`config.mk`:
```
export PLATFORM = sky130hd
export DESIGN_NAME = mem_port_arbiter
export DESIGN_NICKNAME = d
export VERILOG_FILES = /design/src/rtl/mem_port_arbiter.sv
export SDC_FILE = /design/constraint.sdc
export NUM_CORES = 1
export LEC_CHECK = 0
export CAP_MARGIN = 20
export CORE_MARGIN = 2
export CORE_UTILIZATION = 45
export CTS_BUF_LIST = sky130_fd_sc_hd__clkbuf_4 sky130_fd_sc_hd__clkbuf_8 sky130_fd_sc_hd__clkbuf_16
export DETAILED_ROUTE_END_ITERATION = 8
export GPL_TIMING_DRIVEN = 0
export PLACE_DENSITY = 0.84
export SLEW_MARGIN = 0
export SYNTH_ARGS = -nofsm -noshare
export SYNTH_HDL_FRONTEND = slang
export SYNTH_SLANG_ARGS = --single-unit
```
`constraint.sdc`:
```
create_clock -name clk -period 2.95 [get_ports clk]
set_input_delay 0.295 -clock clk [delete_from_list [all_inputs] [get_ports clk]]
set_output_delay 0.295 -clock clk [all_outputs]
set_load 0.03 [all_outputs]
```
`src/rtl/mem_port_arbiter.sv`:
```
// mem_port_arbiter: round-robin arbiter that shares one synchronous RAM port between the
// instruction-fetch requester and the load/store data requester. One access is in flight
// at a time; read data returns with a one-cycle valid pulse after the RAM latency.
module mem_port_arbiter #(
   parameter int unsigned ADDR_W = 11,
   parameter int unsigned DATA_W = 32,
   parameter int unsigned RD_LAT = 2
) (
   input  logic              clk,
   input  logic              rst_n,
   input  logic              i_if_req,
   input  logic [ADDR_W-1:0] i_if_addr,
   output logic              o_if_gnt,
   output logic              o_if_rvalid,
   output logic [DATA_W-1:0] o_if_rdata,
   input  logic              i_dm_req,
   input  logic              i_dm_we,
   input  logic [ADDR_W-1:0] i_dm_addr,
   input  logic [DATA_W-1:0] i_dm_wdata,
   output logic              o_dm_gnt,
   output logic              o_dm_rvalid,
   output logic [DATA_W-1:0] o_dm_rdata,
   output logic [ADDR_W-1:0] o_ram_addr,
   output logic              o_ram_w_en,
   output logic [DATA_W-1:0] o_ram_wdata,
   input  logic [DATA_W-1:0] i_ram_rdata,
   output logic              o_busy
);

   typedef enum logic [1:0] {StIdle, StAccess, StWait, StDone} state_e;

   localparam logic OwnerIf = 1'b0;
   localparam logic OwnerDm = 1'b1;
   // WAIT is entered with RD_LAT-1 remaining; leaving at 1 lands DONE on the data cycle.
   localparam logic [2:0] CntLoad = 3'(RD_LAT - 1);

   state_e            r_state;
   state_e            w_state_next;
   logic              r_owner;
   logic              r_last_owner;
   logic              r_we;
   logic [ADDR_W-1:0] r_addr;
   logic [DATA_W-1:0] r_wdata;
   logic [2:0]        r_cnt;
   logic [2:0]        w_cnt_next;
   logic [DATA_W-1:0] r_if_rdata;
   logic [DATA_W-1:0] r_dm_rdata;
   logic              w_win;
   logic              w_win_owner;
   logic              w_done;

   // Next-state, latency counter and round-robin arbitration (requests seen only in IDLE).
   always_comb begin
      w_state_next = r_state;
      w_cnt_next   = r_cnt;
      w_win        = 1'b0;
      w_win_owner  = r_last_owner;
      case (r_state)
         StIdle: begin
            if (i_if_req && i_dm_req) begin
               w_win       = 1'b1;
               w_win_owner = ~r_last_owner;
            end else if (i_if_req) begin
               w_win       = 1'b1;
               w_win_owner = OwnerIf;
            end else if (i_dm_req) begin
               w_win       = 1'b1;
               w_win_owner = OwnerDm;
            end
            if (w_win) begin
               w_state_next = StAccess;
            end
         end
         StAccess: begin
            if (r_we) begin
               w_state_next = StIdle;
            end else if (RD_LAT == 1) begin
               w_state_next = StDone;
            end else begin
               w_state_next = StWait;
               w_cnt_next   = CntLoad;
            end
         end
         StWait: begin
            if (r_cnt == 3'd1) begin
               w_state_next = StDone;
            end else begin
               w_cnt_next = r_cnt - 3'd1;
            end
         end
         StDone: begin
            w_state_next = StIdle;
         end
         default: begin
            w_state_next = StIdle;
         end
      endcase
   end

   // State and latency counter registers.
   always_ff @(posedge clk or negedge rst_n) begin
      if (!rst_n) begin
         r_state <= StIdle;
         r_cnt   <= 3'd0;
      end else begin
         r_state <= w_state_next;
         r_cnt   <= w_cnt_next;
      end
   end

   // Latch the winning request; fetches are always reads.
   always_ff @(posedge clk or negedge rst_n) begin
      if (!rst_n) begin
         r_owner      <= OwnerIf;
         r_last_owner <= OwnerDm;
         r_we         <= 1'b0;
         r_addr       <= '0;
         r_wdata      <= '0;
      end else if (w_win) begin
         r_owner      <= w_win_owner;
         r_last_owner <= w_win_owner;
         if (w_win_owner == OwnerDm) begin
            r_we    <= i_dm_we;
            r_addr  <= i_dm_addr;
            r_wdata <= i_dm_wdata;
         end else begin
            r_we   <= 1'b0;
            r_addr <= i_if_addr;
         end
      end
   end

   // Capture returned read data into the owner's holding register at the end of DONE.
   always_ff @(posedge clk or negedge rst_n) begin
      if (!rst_n) begin
         r_if_rdata <= '0;
         r_dm_rdata <= '0;
      end else if (r_state == StDone) begin
         if (r_owner == OwnerIf) begin
            r_if_rdata <= i_ram_rdata;
         end else begin
            r_dm_rdata <= i_ram_rdata;
         end
      end
   end

   // Port and RAM outputs; rdata bypasses the holding register during DONE.
   always_comb begin
      w_done      = (r_state == StDone);
      o_if_gnt    = (r_state == StAccess) && (r_owner == OwnerIf);
      o_dm_gnt    = (r_state == StAccess) && (r_owner == OwnerDm);
      o_if_rvalid = w_done && (r_owner == OwnerIf);
      o_dm_rvalid = w_done && (r_owner == OwnerDm);
      o_if_rdata  = o_if_rvalid ? i_ram_rdata : r_if_rdata;
      o_dm_rdata  = o_dm_rvalid ? i_ram_rdata : r_dm_rdata;
      o_ram_addr  = r_addr;
      o_ram_w_en  = (r_state == StAccess) && r_we;
      o_ram_wdata = r_wdata;
      o_busy      = (r_state != StIdle);
   end

endmodule

```
**Word-level counts from Yosys, hierarchy flattened**

Cells that the tools add are included.

- Add/subtract/negate cells: 1
- Eq/ne operators: 8
- Mux-type cells: 20
- Bitwise logic cells: 2
- Reductions and logical operators: 14

Operators with widths:

| kind | number |
|---|---|
| 32-bit 2-to-1 mux | 2 |
| 11-bit 2-to-1 mux | 1 |
| 1-bit 2-to-1 mux | 10 |
| 2-bit one-hot mux with 4 select lines | 1 |
| 2-bit AND reduction | 4 |
| 1-bit logical AND | 6 |
| 2-bit 2-to-1 mux | 3 |
| 3-bit 2-to-1 mux | 2 |
| 2-bit inequality test, second input constant | 3 |
| 3-bit one-hot mux with 2 select lines | 1 |
| 2-bit == test, second input constant | 2 |
| 2-bit nonzero test | 2 |
| 3-bit by 1-bit == test with 1-bit output, second input constant | 1 |
| 3-bit AND reduction | 1 |
| 3-bit by 1-bit subtractor with 3-bit output, second input constant | 1 |
| 2-bit by 1-bit == test with 1-bit output, second input constant | 1 |
| 2-bit zero test | 1 |
| 2-bit by 1-bit inequality test with 1-bit output, second input constant | 1 |
| 1-bit NOT | 2 |

- Bits in registers: 115
- Input port bits: 91
- Output and inout port bits: 113
- Word-level logic and storage cells: 54

**Logic depth before layout (Yosys ltp)**

Gate-level depths: netlist of the first run.

- Depth after elaboration: 6
- Depth in mapped cells: 5
- Mapped depth without buffers: 5

**Least setup slack after synthesis of the first run**

Ideal clock, no wire load.

- Path kind: register -> output
- Start point: reg (tool-made name)
- End point: out o_if_rdata[22]
- Data arrival time: 1459 ps
- Data required time: 2655 ps
- Setup slack: 1196 ps
- Cell stages (with the launch flop): 5
- Buffers on the path: 2
- Cells stage by stage: dfrtp_1 buf_2 nand3b_1 clkbuf_1 mux2_2

RTL lines:

| item | line | RTL |
|---|---|---|
| end: declaration | 15 | `output logic [DATA_W-1:0] o_if_rdata,` |

==> run summary, run 1 <==
overall routing resource usage: 21.2%
required time at the worst-slack endpoint: 2.65 ns
number of global-route vias before repair: 3,759
maximum fanout along the worst path: 10
placer congestion estimate: 0.767
CP max stage delay: 0.60 ns
minimum period implied by the final worst setup slack: 2.85 ns
Setup CP Type: reg2out
series of cell instances along the critical path: buf_2 -> nand3b_1 -> clkbuf_4 -> mux2_2 -> clkdlybuf4s50_1
standby leakage power: 3.26 nW
post-route fraction of the period consumed by the critical path: 96.5%
Chip Width: 108 µm
worst max-slew margin expressed relative to the limit: 69.4%
Setup WS post-layout: 0.102 ns
portion of synthesized cell area occupied by the leading cell type: 58.5%
Worst Setup End Kind: output port
Net Sw Power: 4.05 mW
endpoint arrival time on the critical path: 2.55 ns
Yosys Warn Count: 0
dominant cells by area after synthesis: dfrtp_1 (58%), mux2_2 (29%), a221o_1 (2.3%)
CTS HTree Levels: 4
DRC: 0
max-cap viol count: 0
final hold violation count: 0
commonest non-fill, non-tap cell in the layout: clkdlybuf4s50_1
startpoint type of the worst setup path: flop
Synth Area per Inst: 15.1 µm²
Cell Count, Final, Fillers Out: 703
pin count of the biggest net entering global routing: 75
Post-Syn Instances: 324
DP HPWL: 8890 µm
effective utilization at floorplan: 45.6%
Root Buffer: clkbuf_8
kind of path behind the tightest hold check: in2async
count of different cell masters after synthesis: 30
die area: 0.0117 mm²
post-synth top area cell: dfrtp_1
Peak supply drop: 0.642 mV
Top Ports: 204
placeable core region: 0.0107 mm²
count of input and output buffers: 203
Site Rows: 38
slew at the pin closest to its max-slew limit: 0.459 ns
Chip Height: 108 µm
Area after DPL: 0.00711 mm²
TritonCTS Buffers: 17
dominant register cell in the synthesized netlist: dfrtp_1
result of the run: finished clean
total setup violations reported at the end of the flow: 0
post-synthesis sequential area ratio: 59.0%
clock skew: 0.00836 ns
internal power of the cells: 6.40 mW
Worst R2R Path Depth: 5
Setup Total Neg Slack: 0 ns
top library cells by usage in the layout, fill and taps aside: clkdlybuf4s50_1 (202), mux2_2 (125), dfrtp_1 (114)
clock slew at reported path FFs: 0.05 ns
overall overflow remaining after global route: 0
path length in cells of the critical path: 5
power density over cell area: 1350 mW/mm²
vias after detailed routing: 3,582
Wirelength per Cell: 17.3 µm
global-route wire length before repair: 19,000 µm
flip-flop and latch count after synthesis: 115
total power consumption of the routed design: 10.4 mW
Slew Viols, Final: 0
area growth from synthesis to final layout: 58.7%
Synth async-reset ratio: 100%
sequential cell fraction of total power: 26.4%
clock tree from TritonCTS: done
combinational share of power: 54.7%
Switching Share: 38.8%
nets: 644
maximum count of clock buffers along a single path: 2
per-cell via count in the routed design: 5.10
clock network fraction of design power: 19.0%
buffers plus inverters on the worst setup path: 3
initial antenna violation count: 0
number of DRC markers after the initial detailed-route iteration: 142
Post-Synthesis Net Count: 417
maximum clock frequency: 351 MHz
DRT antenna net count: 0
number of enable-type register cells in the synthesized netlist: 0
fraction of layout instances using a drive strength above 1: 32.7%
area of the mapped netlist: 0.00488 mm²
minimum setup slack after placement: 0.363 ns
wirelength, routed: 12,200 µm
post-placement cell count: 668
finished layout cell area: 0.00774 mm²
clock net sink count: 115
antenna diode instance count: 0
CP max stage cell: clkdlybuf4s50_1
Pre-antenna DRT Iters: 4
critical path's top delay family: buffers and inverters
clock latency on the worst-skew pair: 0.50 ns
[metrics by stage]
step                      util [%]  hold slack [ns]
after floorplan                  -        -0.000591
after global placement        66.2            0.476
after detailed placement      66.5            0.235
after CTS                     72.1            0.279
after global routing          72.3            0.287
final                         72.3            0.286
[cell usage after synthesis (2+ instances only)]
cell type / number
a21oi_1: 3
a221o_1: 11
and3b_1: 2
buf_2: 11
buf_6: 3
clkbuf_1: 5
dfrtp_1: 114
ha_1: 2
inv_1: 5
mux2_1: 2
mux2_2: 125
nand2_1: 3
nand2b_1: 2
nand3_1: 2
nand3b_1: 3
nor2_1: 3
o21a_1: 11
o21ai_0: 4
or2_2: 2
[worst register-to-register path: stages (launching register included)]
cell and delay (ns):
dfrtp_1 0.35, buf_2 0.16, or3b_4 0.39, a21oi_4 0.31, buf_6 0.21, mux2_2 0.35
[cell type report]
| cell class | instances | area (µm²) |
|---|---|---|
| clock buffers | 20 | 443 |
| repair buffers | 208 | 2090 |
| inverters | 5 | 18.8 |
| clock inverters | 11 | 136 |
| flip-flops and latches | 115 | 2880 |
| plain buffers | 19 | 116 |
| fillers | 733 | 2960 |
| well taps | 140 | 175 |
| multi-input cells | 185 | 1880 |
[power groups by stage]
stage / sequential, mW / clock [mW] / combinational (mW)
2_1_floorplan: 3.28 / 0 / 2.92
3_3_place_gp: 2.72 / 0 / 5.60
3_5_place_dp: 2.77 / 0 / 5.71
4_1_cts: 2.75 / 2.01 / 5.74
5_1_grt: 2.85 / 2.11 / 5.99
6_report: 2.76 / 1.98 / 5.71
[kinds of logic after synthesis]
| group | share of synthesized area (%) |
|---|---|
| muxes | 29.3 |
| AOI/OAI and AO/OA | 5.67 |
| DFF | 59.0 |
| and+or+nand+nor | 2.87 |
| buffers and inverters | 2.59 |
| adders and majority gates | 0.513 |
[path summary, 6_finish.rpt]
kind                            slack [ns]                   startpoint                     endpoint
worst min register to register        0.49  o_ram_wdata[28]$_DFFE_PN0P_  o_ram_wdata[28]$_DFFE_PN0P_
worst max-delay path                  0.10                         flop               o_if_rdata[26]
max in group asynchronous             1.93                        rst_n     r_last_owner$_DFFE_PN1P_
worst max register to register        1.05                         flop   o_ram_wdata[9]$_DFFE_PN0P_
worst min-delay path                  0.29                        rst_n   r_dm_rdata[23]$_DFFE_PN0P_
min in group clk                      0.39                      i_dm_we             r_we$_DFFE_PN0P_
[routing by layer]
layer	global-route usage (%)	vias up	wire (µm)
li1	-	1648	-
met1	25.9	1783	5060
met2	35.5	137	6110
met3	5.97	14	793
met4	8.79	0	225
met5	0	-	0
[sequential cells by signal (all words and copies together), names as in the netlist, named ones only]
name	flops
r_we	1
r_if_rdata	32
r_dm_rdata	32
o_ram_wdata	32
r_last_owner	1
o_ram_addr	11
r_state	1
r_owner	1
r_cnt	3
[what timing repair did]
item	in CTS	in global routing
setup endpoints to repair	47	15
endpoints found under the hold margin	41	0
hold buffers	1	0
gates resized for setup	5	0
setup buffers	0	3
Note: power is estimated with default switching activity, not from simulation.
==> inputs of run 2 (changes only) <==
Settings changed: SKIP_CTS_REPAIR_TIMING set to 1.
==> run 2 against run 1 <==
Worst setup slack worse by 0.0082 ns; register-to-register slack barely moved; final cell count decreased by 0.14%; critical path depth unchanged; die area did not move; flip-flop and latch count unchanged; utilization increased by 0.19 points; highest routed layer unchanged; hold slack got worse by 0.0047 ns; non-clock buffer count shrank 1.
==> run summary, run 2 (same netlist as run 1, synthesis figures left out) <==
clock latency on the worst-skew pair: 0.50 ns (about the same)
final core occ: 72.5% (+0.19 points)
maximum fanout along the worst path: 10 (unchanged)
r2r endpoint: o_ram_wdata[9]$_DFFE_PN0P_
overall overflow remaining after global route: 0 (unchanged)
Root Buffer: clkbuf_8
die area: 0.0117 mm² (unchanged)
unrepaired setup endpoints after global routing: true
initial antenna violation count: 0 (unchanged)
per-cell via count in the routed design: 5.09 (-0.17%)
Setup CP Type: reg2out
wirelength, routed: 12,200 µm (+0.40%)
internal power of the cells: 6.38 mW (-0.31%)
pin count of the biggest net entering global routing: 75 (unchanged)
maximum count of clock buffers along a single path: 2 (unchanged)
R2R Setup Slk: 1.06 ns (about the same)
finished layout cell area: 0.00776 mm² (+0.26%)
post-placement cell count: 668 (unchanged)
combinational share of power: 54.6% (about the same)
series of cell instances along the critical path: buf_2 -> nand3b_1 -> clkbuf_4 -> mux2_2 -> clkdlybuf4s50_1
Pre-antenna DRT Iters: 4 (unchanged)
area growth from synthesis to final layout: 59.1%
Switching Share: 38.8% (+0.050 points)
DP HPWL: 8890 µm (unchanged)
maximum clock frequency: 350 MHz (-0.29%)
antenna diode instance count: 0 (unchanged)
clock slew at reported path FFs: 0.05 ns (about the same)
post-route fraction of the period consumed by the critical path: 96.8% (+0.28 points)
result of the run: finished clean
effective utilization at floorplan: 45.6% (unchanged)
nets: 643 (-0.16%)
sequential cell fraction of total power: 26.4% (about the same)
Net Sw Power: 4.04 mW (-0.10%)
CP Capture Point: o_if_rdata[25]
standby leakage power: 3.35 nW (+3.0%)
Cell Count, Final, Fillers Out: 702 (-0.14%)
DRT antenna net count: 0 (unchanged)
startpoint type of the worst setup path: flop
commonest non-fill, non-tap cell in the layout: clkdlybuf4s50_1
Chip Height: 108 µm (unchanged)
placer congestion estimate: 0.767 (unchanged)
CTS HTree Levels: 4 (unchanged)
Site Rows: 38 (unchanged)
endpoint arrival time on the critical path: 2.56 ns (about the same)
clock tree from TritonCTS: done
max-cap viol count: 0 (unchanged)
Chip Width: 108 µm (unchanged)
kind of path behind the tightest hold check: in2async
Worst Setup End Kind: output port
vias after detailed routing: 3,571 (-0.31%)
placeable core region: 0.0107 mm² (unchanged)
DRC: 0 (unchanged)
Area after DPL: 0.00711 mm² (unchanged)
minimum period implied by the final worst setup slack: 2.86 ns (+0.00819 ns)
required time at the worst-slack endpoint: 2.65 ns (about the same)
clock net sink count: 115 (unchanged)
TritonCTS Buffers: 17 (unchanged)
overall routing resource usage: 21.2% (-0.052 points)
number of global-route vias before repair: 3,741 (-0.48%)
top library cells by usage in the layout, fill and taps aside: clkdlybuf4s50_1 (191), mux2_2 (125), dfrtp_1 (114)
number of DRC markers after the initial detailed-route iteration: 152 (+7.0%)
clock skew: 0.00834 ns (-0.0000221 ns)
slew at the pin closest to its max-slew limit: 0.460 ns (+0.000448 ns)
global-route wire length before repair: 19,000 µm (-0.29%)
count of input and output buffers: 203 (unchanged)
Setup Total Neg Slack: 0 ns (unchanged)
clock network fraction of design power: 19.0% (about the same)
power density over cell area: 1340 mW/mm² (-0.49%)
fraction of layout instances using a drive strength above 1: 32.6% (-0.12 points)
Wirelength per Cell: 17.4 µm (+0.55%)
Slew Viols, Final: 0 (unchanged)
worst hold margin: 0.281 ns (-0.00473 ns)
Peak supply drop: 0.641 mV (about the same)
CP max stage delay: 0.60 ns (about the same)
total setup violations reported at the end of the flow: 0 (unchanged)
Worst R2R Path Depth: 5 (unchanged)
final hold violation count: 0 (unchanged)
worst max-slew margin expressed relative to the limit: 69.3% (about the same)
Top Ports: 204 (unchanged)
CP max stage cell: clkdlybuf4s50_1
## run 2: cell count changes in the layout (fill, tap and decap cells not counted), sizes merged
cell | previous run | this run
buf | 19 | 18
clkdlybuf4s50 | 202 | 191
dlymetal6s2s | 0 | 11
## run 2: routing by layer
metal	track usage (%)	up-vias	routed length, µm
li1	-	1645	-
met1	25.9	1773	5030
met2	35.4	137	6160
met3	5.85	16	801
met4	8.79	0	240
met5	0	-	0
## run 2: worst min path at each step
stage,from,to,slack (ns)
2_1_floorplan,rst_n,async pin,-0.0006
3_3_place_gp,o_ram_wdata[6]$_DFFE_PN0P_,o_ram_wdata[6]$_DFFE_PN0P_,0.48
3_5_place_dp,rst_n,r_if_rdata[24]$_DFFE_PN0P_,0.23
4_1_cts,rst_n,r_if_rdata[24]$_DFFE_PN0P_,-0.30
5_1_grt,rst_n,r_if_rdata[24]$_DFFE_PN0P_,0.29
6_report,rst_n,r_if_rdata[24]$_DFFE_PN0P_,0.28
## run 2: power groups by stage
stage	sequential, mW	combinational [mW]	clock (mW)
global route	2.85	5.96	2.11
global placement	2.72	5.60	0
detailed placement	2.77	5.71	0
floorplan	3.28	2.92	0
CTS	2.75	5.73	2.01
finish	2.75	5.69	1.98
## run 2: metrics by stage
step / total power [mW] / worst slack [ns]
final: 10.4 / 0.0937
after global routing: 10.9 / -0.0380
after CTS: 10.5 / -0.198
after detailed placement: 8.48 / 0.363
after global placement: 8.32 / -2.76
after floorplan: 6.20 / 1.20
## run 2: layout make-up
| type | count | area (µm²) |
|---|---|---|
| inverters | 5 | 18.8 |
| clock buffers | 20 | 443 |
| well taps | 140 | 175 |
| fillers | 735 | 2940 |
| multi-input cells | 185 | 1880 |
| repair buffers | 207 | 2110 |
| flip-flops and latches | 115 | 2880 |
| clock inverters | 11 | 136 |
| plain buffers | 19 | 116 |
## run 2: critical path, delay by kind of cell (launching register included)
family / cells / cell delay (ns)
flip-flops: 1 / 0.35
multiplexers: 1 / 0.36
AND/OR/NAND/NOR: 1 / 0.27
buffers and inverters: 3 / 1.07
